File: src/rtl/ram_ctrl_pkg.sv
// ram_ctrl_pkg: shared state encoding and default sizing for the burst RAM controller.
package ram_ctrl_pkg;
  localparam int DATA_WIDTH_DEF = 32;
  localparam int ADDR_WIDTH_DEF = 7;
  localparam int LEN_WIDTH_DEF = 8;
  localparam int SKID_DEPTH = 2;
  typedef enum logic [1:0] {IDLE, WRITE, READ, DONE} state_e;
endpackage

File: src/rtl/ram_rd_skid.sv
// ram_rd_skid: 2-entry FIFO that absorbs registered RAM read data under downstream backpressure.
module ram_rd_skid
  import ram_ctrl_pkg::*;
#(
  parameter int DATA_WIDTH = DATA_WIDTH_DEF
) (
  input  logic                  clk,
  input  logic                  rst_n,
  input  logic                  push,
  input  logic [DATA_WIDTH-1:0] push_data,
  input  logic                  pop,
  output logic [DATA_WIDTH-1:0] head,
  output logic [1:0]            count,
  output logic                  empty
);
  logic [DATA_WIDTH-1:0] mem_q [SKID_DEPTH];
  logic [DATA_WIDTH-1:0] mem_d [SKID_DEPTH];
  logic                  wptr_q, wptr_d, rptr_q, rptr_d;
  logic [1:0]            count_q, count_d;
  always_comb begin
    mem_d = mem_q;
    if (push) mem_d[wptr_q] = push_data;
    wptr_d = push ? ~wptr_q : wptr_q;
    rptr_d = pop ? ~rptr_q : rptr_q;
    count_d = count_q + {1'b0, push} - {1'b0, pop};
  end
  always_ff @(posedge clk or negedge rst_n) begin
    if (!rst_n) begin
      mem_q <= '{default: '0};
      wptr_q <= 1'b0;
      rptr_q <= 1'b0;
      count_q <= '0;
    end else begin
      mem_q <= mem_d;
      wptr_q <= wptr_d;
      rptr_q <= rptr_d;
      count_q <= count_d;
    end
  end
  assign head = mem_q[rptr_q];
  assign count = count_q;
  assign empty = count_q == '0;
endmodule

File: src/rtl/ram_burst_ctrl.sv
// ram_burst_ctrl: one-command-at-a-time burst read/write controller in front of a
// single-port synchronous RAM with 1-cycle read latency.
module ram_burst_ctrl
  import ram_ctrl_pkg::*;
#(
  parameter int DATA_WIDTH = DATA_WIDTH_DEF,
  parameter int ADDR_WIDTH = ADDR_WIDTH_DEF,
  parameter int LEN_WIDTH = LEN_WIDTH_DEF
) (
  input  logic                  clk,
  input  logic                  rst_n,
  input  logic                  cmd_valid,
  output logic                  cmd_ready,
  input  logic                  cmd_write,
  input  logic [ADDR_WIDTH-1:0] cmd_addr,
  input  logic [LEN_WIDTH-1:0]  cmd_len,
  input  logic                  wr_valid,
  output logic                  wr_ready,
  input  logic [DATA_WIDTH-1:0] wr_data,
  output logic                  rd_valid,
  input  logic                  rd_ready,
  output logic [DATA_WIDTH-1:0] rd_data,
  output logic                  busy,
  output logic                  done,
  output logic                  ram_we,
  output logic [ADDR_WIDTH-1:0] ram_addr,
  output logic [DATA_WIDTH-1:0] ram_d,
  input  logic [DATA_WIDTH-1:0] ram_q
);
  state_e                state_q, state_d;
  logic [ADDR_WIDTH-1:0] cur_addr_q, cur_addr_d;
  logic [LEN_WIDTH-1:0]  rem_q, rem_d, issue_rem_q, issue_rem_d;
  logic                  inflight_q, inflight_d;
  logic [1:0]            skid_count;
  logic                  skid_empty, wr_beat, rd_pop, rd_issue;
  logic [2:0]            occ;
  ram_rd_skid #(.DATA_WIDTH(DATA_WIDTH)) u_skid (
    .clk       (clk),
    .rst_n     (rst_n),
    .push      (inflight_q),
    .push_data (ram_q),
    .pop       (rd_pop),
    .head      (rd_data),
    .count     (skid_count),
    .empty     (skid_empty)
  );
  assign cmd_ready = state_q == IDLE;
  assign busy = state_q != IDLE;
  assign done = state_q == DONE;
  assign wr_ready = state_q == WRITE;
  assign rd_valid = state_q == READ && !skid_empty;
  assign wr_beat = wr_ready && wr_valid;
  assign rd_pop = rd_valid && rd_ready;
  // Occupancy after this cycle's pop lets a read issue in the same cycle a word leaves,
  // keeping 1 word/cycle while never exceeding the two buffer slots.
  assign occ = {1'b0, skid_count} + {2'b0, inflight_q} - {2'b0, rd_pop};
  assign rd_issue = state_q == READ && issue_rem_q != '0 && occ < 3'(SKID_DEPTH);
  assign ram_we = wr_beat;
  assign ram_addr = cur_addr_q;
  assign ram_d = wr_beat ? wr_data : '0;
  always_comb begin
    state_d = state_q;
    cur_addr_d = cur_addr_q;
    rem_d = rem_q;
    issue_rem_d = issue_rem_q;
    inflight_d = rd_issue;
    case (state_q)
      IDLE: if (cmd_valid) begin
        cur_addr_d = cmd_addr;
        rem_d = cmd_len;
        issue_rem_d = cmd_len;
        state_d = cmd_len == '0 ? DONE : (cmd_write ? WRITE : READ);
      end
      WRITE: if (wr_beat) begin
        cur_addr_d = cur_addr_q + ADDR_WIDTH'(1);
        rem_d = rem_q - LEN_WIDTH'(1);
        state_d = rem_q == LEN_WIDTH'(1) ? DONE : WRITE;
      end
      READ: begin
        cur_addr_d = rd_issue ? cur_addr_q + ADDR_WIDTH'(1) : cur_addr_q;
        issue_rem_d = rd_issue ? issue_rem_q - LEN_WIDTH'(1) : issue_rem_q;
        rem_d = rd_pop ? rem_q - LEN_WIDTH'(1) : rem_q;
        state_d = rd_pop && rem_q == LEN_WIDTH'(1) ? DONE : READ;
      end
      default: state_d = IDLE;
    endcase
  end
  always_ff @(posedge clk or negedge rst_n) begin
    if (!rst_n) begin
      state_q <= IDLE;
      cur_addr_q <= '0;
      rem_q <= '0;
      issue_rem_q <= '0;
      inflight_q <= 1'b0;
    end else begin
      state_q <= state_d;
      cur_addr_q <= cur_addr_d;
      rem_q <= rem_d;
      issue_rem_q <= issue_rem_d;
      inflight_q <= inflight_d;
    end
  end
endmodule

File: config.mk
export PLATFORM = sky130hd
export DESIGN_NAME = ram_burst_ctrl
export DESIGN_NICKNAME = d
export VERILOG_FILES = /design/src/rtl/ram_ctrl_pkg.sv /design/src/rtl/ram_rd_skid.sv /design/src/rtl/ram_burst_ctrl.sv
export SDC_FILE = /design/constraint.sdc
export NUM_CORES = 1
export LEC_CHECK = 0
export ABC_AREA = 1
export CAP_MARGIN = 20
export CELL_PAD_IN_SITES_DETAIL_PLACEMENT = 0
export CELL_PAD_IN_SITES_GLOBAL_PLACEMENT = 1
export CORE_MARGIN = 1.5
export CORE_UTILIZATION = 33
export DETAILED_ROUTE_END_ITERATION = 8
export GPL_TIMING_DRIVEN = 0
export PLACE_DENSITY_LB_ADDON = 0.1
export SYNTH_ARGS = -nofsm -noshare
export SYNTH_HDL_FRONTEND = slang
export SYNTH_SLANG_ARGS = --single-unit
File: constraint.sdc
create_clock -name clk -period 3.7 [get_ports clk]
set_clock_uncertainty 0.2 [all_clocks]
set_input_delay 0.37 -clock clk [delete_from_list [all_inputs] [get_ports clk]]
set_output_delay 0.37 -clock clk [all_outputs]
set_load 0.005 [all_outputs]
Word-level counts from Yosys, hierarchy flattened:

Cells that the tools add are included.

* div/mod/pow operators: 0
* order comparisons: 4
* shift-type cells: 0
* multipliers: 0
* muxes and demuxes: 24
* reductions and logical operators: 19
* equal/unequal tests: 8
* add/sub/neg operators: 7
* bitwise logic cells: 4

Operator list (count)
* $mux W32: 5
* $bwmux W64: 1
* $demux W32 S1: 1
* $mux W8: 4
* $pmux W8 S3: 1
* $mux W7: 3
* $pmux W7 S3: 1
* $pmux W8 S2: 1
* $sub A8 B1 Y8 const B: 2
* $mux W2: 5
* $eq A8 B1 Y1 const B: 1
* $logic_not A8 Y1: 1
* $reduce_and A4 Y1: 2
* $reduce_bool A8 Y1: 1
* $add A7 B1 Y7 const B: 1
* $logic_and A1 B1 Y1: 7
* $ne A2 B2 Y1 const B: 3
* $pmux W2 S3: 1
* $eq A2 B2 Y1 const B: 2
* $ge A2 B2 Y1 const B: 2
* $logic_not A2 Y1: 2
* $not A1 Y2: 2
* $reduce_bool A2 Y1: 2
* $add A2 B1 Y3: 1
* 13 further kinds: 14

* memories kept: 0
* output and inout port bits: 77
* bits in read-only memories: 0
* logic and storage cells: 76
* latch bits: 0
* memory bits (writable): 0
* flip-flop bits (word level): 94

Longest topological paths before layout:

* depth in word-level cells: 9
* gate-level depth with buffers: 18
* depth with buffers taken out: 17

Hierarchy:

Synthesis repeated with hierarchy kept, for this count alone.

* cell total of the unflattened synthesis: 738
* area, all modules: 5275.1 µm²

By module, submodules not included
* ram_rd_skid: area an instance 2981.6 µm², times used 1, cells each 362
* ram_burst_ctrl: area an instance 2293.4 µm², times used 1, cells each 376

Worst setup path after synthesis:

Ideal clock, no wire load.

* path kind: reg2reg
* start point: register state_q[0]
* end point: register issue_rem_q[1]
* required time: 3.377 ns
* path slack: 0.838 ns
* period minus slack after synthesis: 2.862 ns
* path buffers: 1
* cell stages (with the launch flop): 18
* data arrival time: 2.539 ns
* setup time: 0.123 ns
* cells stage by stage: dfrtp_1 -> inv_1 -> ha_1 -> buf_6 -> inv_2 -> nor3_1 -> ha_1 -> inv_1 -> ha_1 -> fa_1 -> inv_1 -> nand3_1 -> nor2_2 -> nand2_2 -> nand2_1 -> nand2_2 -> nand2_1 -> o21ai_1

* cells in the longest elaborated chain, start to end: 8
* elaborated cells on any way between the ends: 13

RTL lines
* start, declared: RTL line ram_burst_ctrl.sv:30 `state_e state_q, state_d;`
* start signal, assigned: RTL line ram_burst_ctrl.sv:96 `state_q <= state_d;`
* $eq A2 B2 Y1: RTL line ram_burst_ctrl.sv:51 `assign rd_valid = state_q == READ && !skid_empty;`
* $logic_and A1 B1 Y1: RTL line ram_burst_ctrl.sv:51
* $logic_and A1 B1 Y1: RTL line ram_burst_ctrl.sv:53 `assign rd_pop = rd_valid && rd_ready;`
* $sub A3 B1 Y3: RTL line ram_burst_ctrl.sv:56 `assign occ = {1'b0, skid_count} + {2'b0, inflight_q} - {2'b0, rd_pop};`
* via occ[1]: RTL line ram_burst_ctrl.sv:36 `logic [2:0] occ;`
* $lt A3 B2 Y1: RTL line ram_burst_ctrl.sv:57 `assign rd_issue = state_q == READ && issue_rem_q != '0 && occ < 3'(SKID_DEPTH);`
* $logic_and A1 B1 Y1: RTL line ram_burst_ctrl.sv:57
* $ne A2 B2 Y1 (no line)
* $reduce_and A3 Y1 (no line)
* end signal, assigned: RTL line ram_burst_ctrl.sv:99 `issue_rem_q <= issue_rem_d;`
* end, declared: RTL line ram_burst_ctrl.sv:32 `logic [LEN_WIDTH-1:0] rem_q, rem_d, issue_rem_q, issue_rem_d;`

The timed path passes the listed nets, and every way through them passes these cells.
A chain may end at the register's enable or synchronous reset.

Worst setup path in the final report:

* start point: register state_q[0]
* end point: register issue_rem_q[6]

The elaborated chain is that of the path after synthesis.

==> key figures <==
Status
  • Status: finished clean

Floorplan
  • Row count: 45
  • Die area: roughly 0.016 mm^2
  • Core area: 0.0152 mm^2
  • Die Width: approximately 130 um
  • # IOs: 162
  • Initial Utilization: approximately a third
  • Chip Height: about 130 um

Placed design
  • Setup Slack @ Placement: approximately 0.35 ns
  • Final HPWL DP: between 10,000 and 15,000 um
  • PortBufs: roughly 160
  • GP Congestion: a little over 0.8

Synth
  • Ys flop type: dfrtp_1
  • Commonest cells post-synth: nand2_1, inv_1, dfrtp_1
  • Area leader, netlist: dfrtp_1
  • Synthesized area: about 0.0051 mm^2
  • Post-synth EDFFs: 0
  • Top-count cell post-synth: nand2_1
  • Sequential area share after synthesis: around 46%
  • Synthesis Warnings: 0
  • Ranking of synthesized cells by area: dfrtp_1, nand2_1, inv_1, o21ai_0, nor2_1
  • Share of the synthesized area in the top cell type: between 40 and 50%
  • Mapped Avg Cell Area: a little over 7 um^2
  • Async SR Flop Fraction: between 90% and 100%
  • Mapped Nets: ~800
  • Mapped Cells: roughly 720
  • #FFs+latches synth: 94
  • Netlist cell types: 31

STA
  • Final worst path period share: between 80% and 90%
  • Max-slew violation count: 0
  • Rel. slew slack: roughly three fifths
  • Final WS setup: between 0.4 and 0.5 ns
  • RSZ-0062 raised after global routing: false
  • Tmin final: 3.26 ns
  • Final hold vios: 0
  • FMAX: around 0.31 GHz
  • Worst slew pin tran: 0.572 ns
  • Hold slack: between 0.2 and 0.3 ns
  • Endpoints failing setup: 0

Final layout
  • Area Overhead vs Synth: 42.5%
  • Share of cells above drive strength 1: between 5 and 6%
  • # diodes: 0
  • Total Nets Final: about 990

Drt
  • Post-DRT Antenna Nets: 0
  • Starting DRC count in detailed routing: 237
  • DRT Pass-1 Iters: 4
  • Wire per inst: approximately 13 um
  • DR DRC count: 0
  • Post-Route WL: between 10,000 and 15,000 um
  • Vias post-DR: around 4,900
  • Avg Vias per Cell: between 4 and 5

Critical path
  • CP Data Required Time: 3.73 ns
  • Delay-heaviest family, CP: simple AND/OR/NAND/NOR gates
  • Slowest stage delay, CP: around 0.43 ns
  • Crit end category: flop
  • Setup CP Type: flop to flop
  • CP max FO: 9
  • Slowest CP cell: fa_1
  • Critical path launch point type: flop
  • Worst path bufs/invs: 5
  • Critical path arrival: roughly 3.3 ns
  • Critical path, cell by cell: inv_1 -> ha_1 -> buf_6 -> inv_2 -> nor3_1 -> ha_1 -> inv_1 -> ha_1 -> fa_1 -> inv_1 -> nand3_1 -> nor2_2 -> nand2_2 -> nand2_1 -> nand2_2 -> nand2_1 -> nand2_1

Clock network
  • Bufs on Longest Clock Path: 2
  • CTS Sinks: 94
  • TritonCTS buffer count: 9
  • Root buf cell: clkbuf_16
  • Clock Latency Late Sink: about 0.34 ns
  • Clk slew on worst S/H paths: around 0.060 ns
  • CTS tree: done
  • H-Tree Depth: 3

Flow run
  • MaxCap Viol Count: 0

Power
  • Combinational power share: a little over half
  • Flop pwr share: 31.1%
  • Power Density: between 800 and 900 mW/mm^2
  • Cell-internal power: ~3.6 mW
  • VDD IR-drop max: between 0.0003 and 0.0004 V
  • Leak: around 3.7 nW
  • NetSw: around 2.5 mW
  • Clock share of power: between 10% and 20%
  • Sw frac: about two fifths

Global route
  • First-pass GRT wire length: 22,900 um
  • Vias in the first global route: 4,857
  • Grt ovf: 0
  • Initial antenna violation count: 0
  • Total GRT Usage: approximately 18%
  • Largest net degree at the start of global routing: 65

Worst hold path
  • Worst min path class: flop to flop
state kept, by name (all words and copies together), names as in the netlist:
signal / cells
u_skid.mem_q: 64
issue_rem_q: 8
rem_q: 8
ram_addr: 7
state_q: 2
u_skid.count: 2
inflight_q: 1
u_skid.rptr_q: 1
u_skid.wptr_q: 1
worst paths after layout:
check,start,endpoint,slack (ns),depth (start not counted)
max,state_q[0],issue_rem_q[6],0.44,17
min,u_skid.mem_q[2],u_skid.mem_q[2],0.28,2
max reg2reg,state_q[0],issue_rem_q[6],0.44,17
min reg2reg,u_skid.mem_q[2],u_skid.mem_q[2],0.28,2
max in group asynchronous,rst_n,issue_rem_q[0],2.35,3
min in group asynchronous,rst_n,u_skid.mem_q[36],0.30,2
per-stage QoR:
| stage | cells | utilization (%) | cell area [um^2] | total power, mW | setup TNS, ns |
|---|---|---|---|---|---|
| final | 1090 | 48.0 | 7300 | 6.06 | 0 |
| after global routing | 1090 | 48.0 | 7300 | 6.68 | 0 |
| after CTS | 1090 | 48.0 | 7300 | 6.15 | 0 |
| after detailed placement | 1073 | 46.0 | 7000 | 5.18 | 0 |
| after global placement | 1072 | 45.9 | 6970 | 5.11 | -147.44 |
| after floorplan | 723 | - | 5120 | 3.75 | 0 |
metal layers:
| layer | up-vias | global-route usage, % | part of all wire (%) |
|---|---|---|---|
| li1 | 2539 | - | - |
| met1 | 2241 | 22.2 | 46 |
| met2 | 125 | 30.5 | 49 |
| met3 | 6 | 4.48 | 4.8 |
| met4 | 0 | 3.37 | 0.59 |
| met5 | - | 0 | 0 |
placed cells by master (no fill, tap or decap), types with 4 or more instances in the layout:
master and count:
a21oi_1 4, buf_2 8, clkbuf_1 18, clkbuf_16 9, clkdlybuf4s50_1 160, dfrtp_1 94
ha_1 11, inv_1 101, nand2_1 276, nand2_2 6, nand3_1 21, nor2_1 65
o21ai_0 70, o21ai_1 18, o21ai_2 4
cell families after synthesis:
kind of cell | synth area share (%)
AOI/OAI and AO/OA | 10.2
muxes | 0.195
and+or+nand+nor | 29.7
adders and majority gates | 3.08
DFF | 45.9
buffers and inverters | 10.4
xor gates and xnor gates | 0.513
what timing repair did:
item                                   in CTS  in global routing
gates resized for setup                     0                  0
setup buffers                               0                  0
endpoints found under the hold margin      30                  0
hold buffers                                1                  0
power groups by stage:
stage	Sequential [mW]	Clock [mW]	Combinational [mW]
floorplan	1.83	0	1.92
global placement	1.88	0	3.23
detailed placement	1.90	0	3.28
CTS	1.89	0.972	3.30
global route	1.95	1.01	3.72
finish	1.89	0.934	3.24
cell type report:
class                           count  area, um^2
Fill cell                        1500        7900
Buffer                             28         131
Inverter                          106         403
Sequential cell                    94        2350
Clock buffer                       10         229
Timing Repair Buffer              163        1650
Clock inverter                      6        68.8
Multi-Input combinational cell    495        2240
Tap cell                          188         235
worst min-delay path, stage by stage (launching register included):
cell and delay [ns]:
dfrtp_1 0.34, nand2_1 0.05, o21ai_0 0.05
No activity file was read; power rests on OpenSTA's default activity.
==> RTL edit: new RTL, same flow settings <==
The 4 states of `state_e` get a Gray code encoding in 2 bits.
--- a/src/rtl/ram_ctrl_pkg.sv
+++ b/src/rtl/ram_ctrl_pkg.sv
@@ -6,3 +6,3 @@
   localparam int SKID_DEPTH = 2;
-  typedef enum logic [1:0] {IDLE, WRITE, READ, DONE} state_e;
+  typedef enum logic [1:0] {IDLE = 2'b00, WRITE = 2'b01, READ = 2'b11, DONE = 2'b10} state_e;
 endpackage
Check against the original RTL: no difference found for any inputs over 4 cycles, from zero or initial values and one cycle with rst_n low; so few cycles prove little.
==> RTL edit against the unedited design <==
Synthesized area is 1.0% lower; global-route usage up 0.11 points; setup slack improved by 0.19 ns; sequential cell count is the same; first-iteration DRC count grew 10%; wire length up 2.7%; final area is 0.74% lower; combinational power shrank 5%; power shrank 3.0%; non-clock buffer count up 2; critical endpoint is now issue_rem_q[1]; largest cell class unchanged; highest routed layer unchanged.
==> RTL edit: results (changes against the unedited design) <==
* Status: complete, no violations (unchanged)
* #MultiIn Comb at 477 (was 495)
* Largest net degree at the start of global routing at 66 (was 65)
* Non-Clock Buffer Area Fraction at 24.7% (was 24.3%)
* Syn avg cell area at 7.13 um2 (was 7.09 um2)
* Rel. slew slack at 63.7% (was 61.9%)
* DR WL/cell at 13.2 um (was 12.7 um)
* Crit-path leading delay family: adder cells (was simple AND/OR/NAND/NOR gates)
* Placer congestion estimate at 0.802 (was 0.807)
* Grt met1 use at 23.4% (was 22.2%)
* Cell count of the worst reg-to-reg path at 18 (was 17)
* Vias per cell at 4.52 (was 4.51)
* First-pass GRT wire length at 22.6 mm (was 22.9 mm)
* Mux contribution to synthesized area at 0.395% (was 0.195%)
* WL final at 14.3 mm (was 13.9 mm)
* Drt pass-1 iters at 5 (was 4)
* Reg-to-reg slack, setup at 0.64 ns (was 0.44 ns)
* Area taken by multi-input logic gates at 2160 um2 (was 2240 um2)
* Pwr Density at 810 nW/um2 (was 830 nW/um2)
* Reg2Reg Capture Point: issue_rem_q[1] (was issue_rem_q[6])
* Maximum VDD drop at 0.380 mV (was 0.361 mV)
* Top cells by count, synth: nand2_1 (266), inv_1 (106), dfrtp_1 (94), o21ai_0 (81), nor2_1 (59) (was nand2_1 (276), inv_1 (101), dfrtp_1 (94), o21ai_0 (70), nor2_1 (65))
* Syn_nets at 805 (was 820)
* Hold Crit Endpoint: u_skid.mem_q[25] (was u_skid.mem_q[2])
* Post-synth top area share at 46.4% (was 45.9%)
* CP peak stage delay at 0.47 ns (was 0.43 ns)
* Inverters at 111 (was 106)
* Clock buf/inv share at 4.07% (was 4.08%)
* Placed Cells at 1062 (was 1073)
* Largest cells by area after synthesis: dfrtp_1 (46%), nand2_1 (20%), o21ai_0 (8.0%), inv_1 (7.8%), nor2_1 (4.4%) (was dfrtp_1 (46%), nand2_1 (20%), inv_1 (7.4%), o21ai_0 (6.8%), nor2_1 (4.8%))
* Layout Nets at 979 (was 994)
* FILL cells at 1499 (was 1500)
* Crit-path max FO at 10 (was 9)
* Gr usage total at 17.6% (was 17.5%)
* Layout cells sized above 1 at 5.05% (was 5.43%)
* Sequential share of the synthesized area at 46.4% (was 45.9%)
* Fin Hold WS at 0.285 ns (was 0.281 ns)
RTL edit: cell types whose count changed after synthesis, sizes merged, moves of 3 or more:
cell	delta
nor2	-6
nand3	+6
inv	+4
ha	-4
nand2	-13
clkbuf	+3
RTL edit: power breakdown:
group          total, mW  internal, mW  switching, mW
Sequential          1.87          1.55          0.324
Clock              0.931         0.529          0.402
Combinational       3.07          1.48           1.59
Total               5.88          3.56           2.32
RTL edit: metal layers:
metal / part of all wire (%) / wire [um]
met3: 4.2 / 602
met4: 0.98 / 140
met5: 0 / 0
met2: 49 / 7040
met1: 45 / 6480
RTL edit: worst max path at each step:
stage,end,slack [ns],cells past startpoint
2_1_floorplan,issue_rem_q[1],0.94,18
3_3_place_gp,ram_addr[1],-1.51,1
3_5_place_dp,issue_rem_q[3],0.55,16
4_1_cts,issue_rem_q[3],0.62,18
5_1_grt,issue_rem_q[1],0.40,18
6_report,issue_rem_q[1],0.64,18
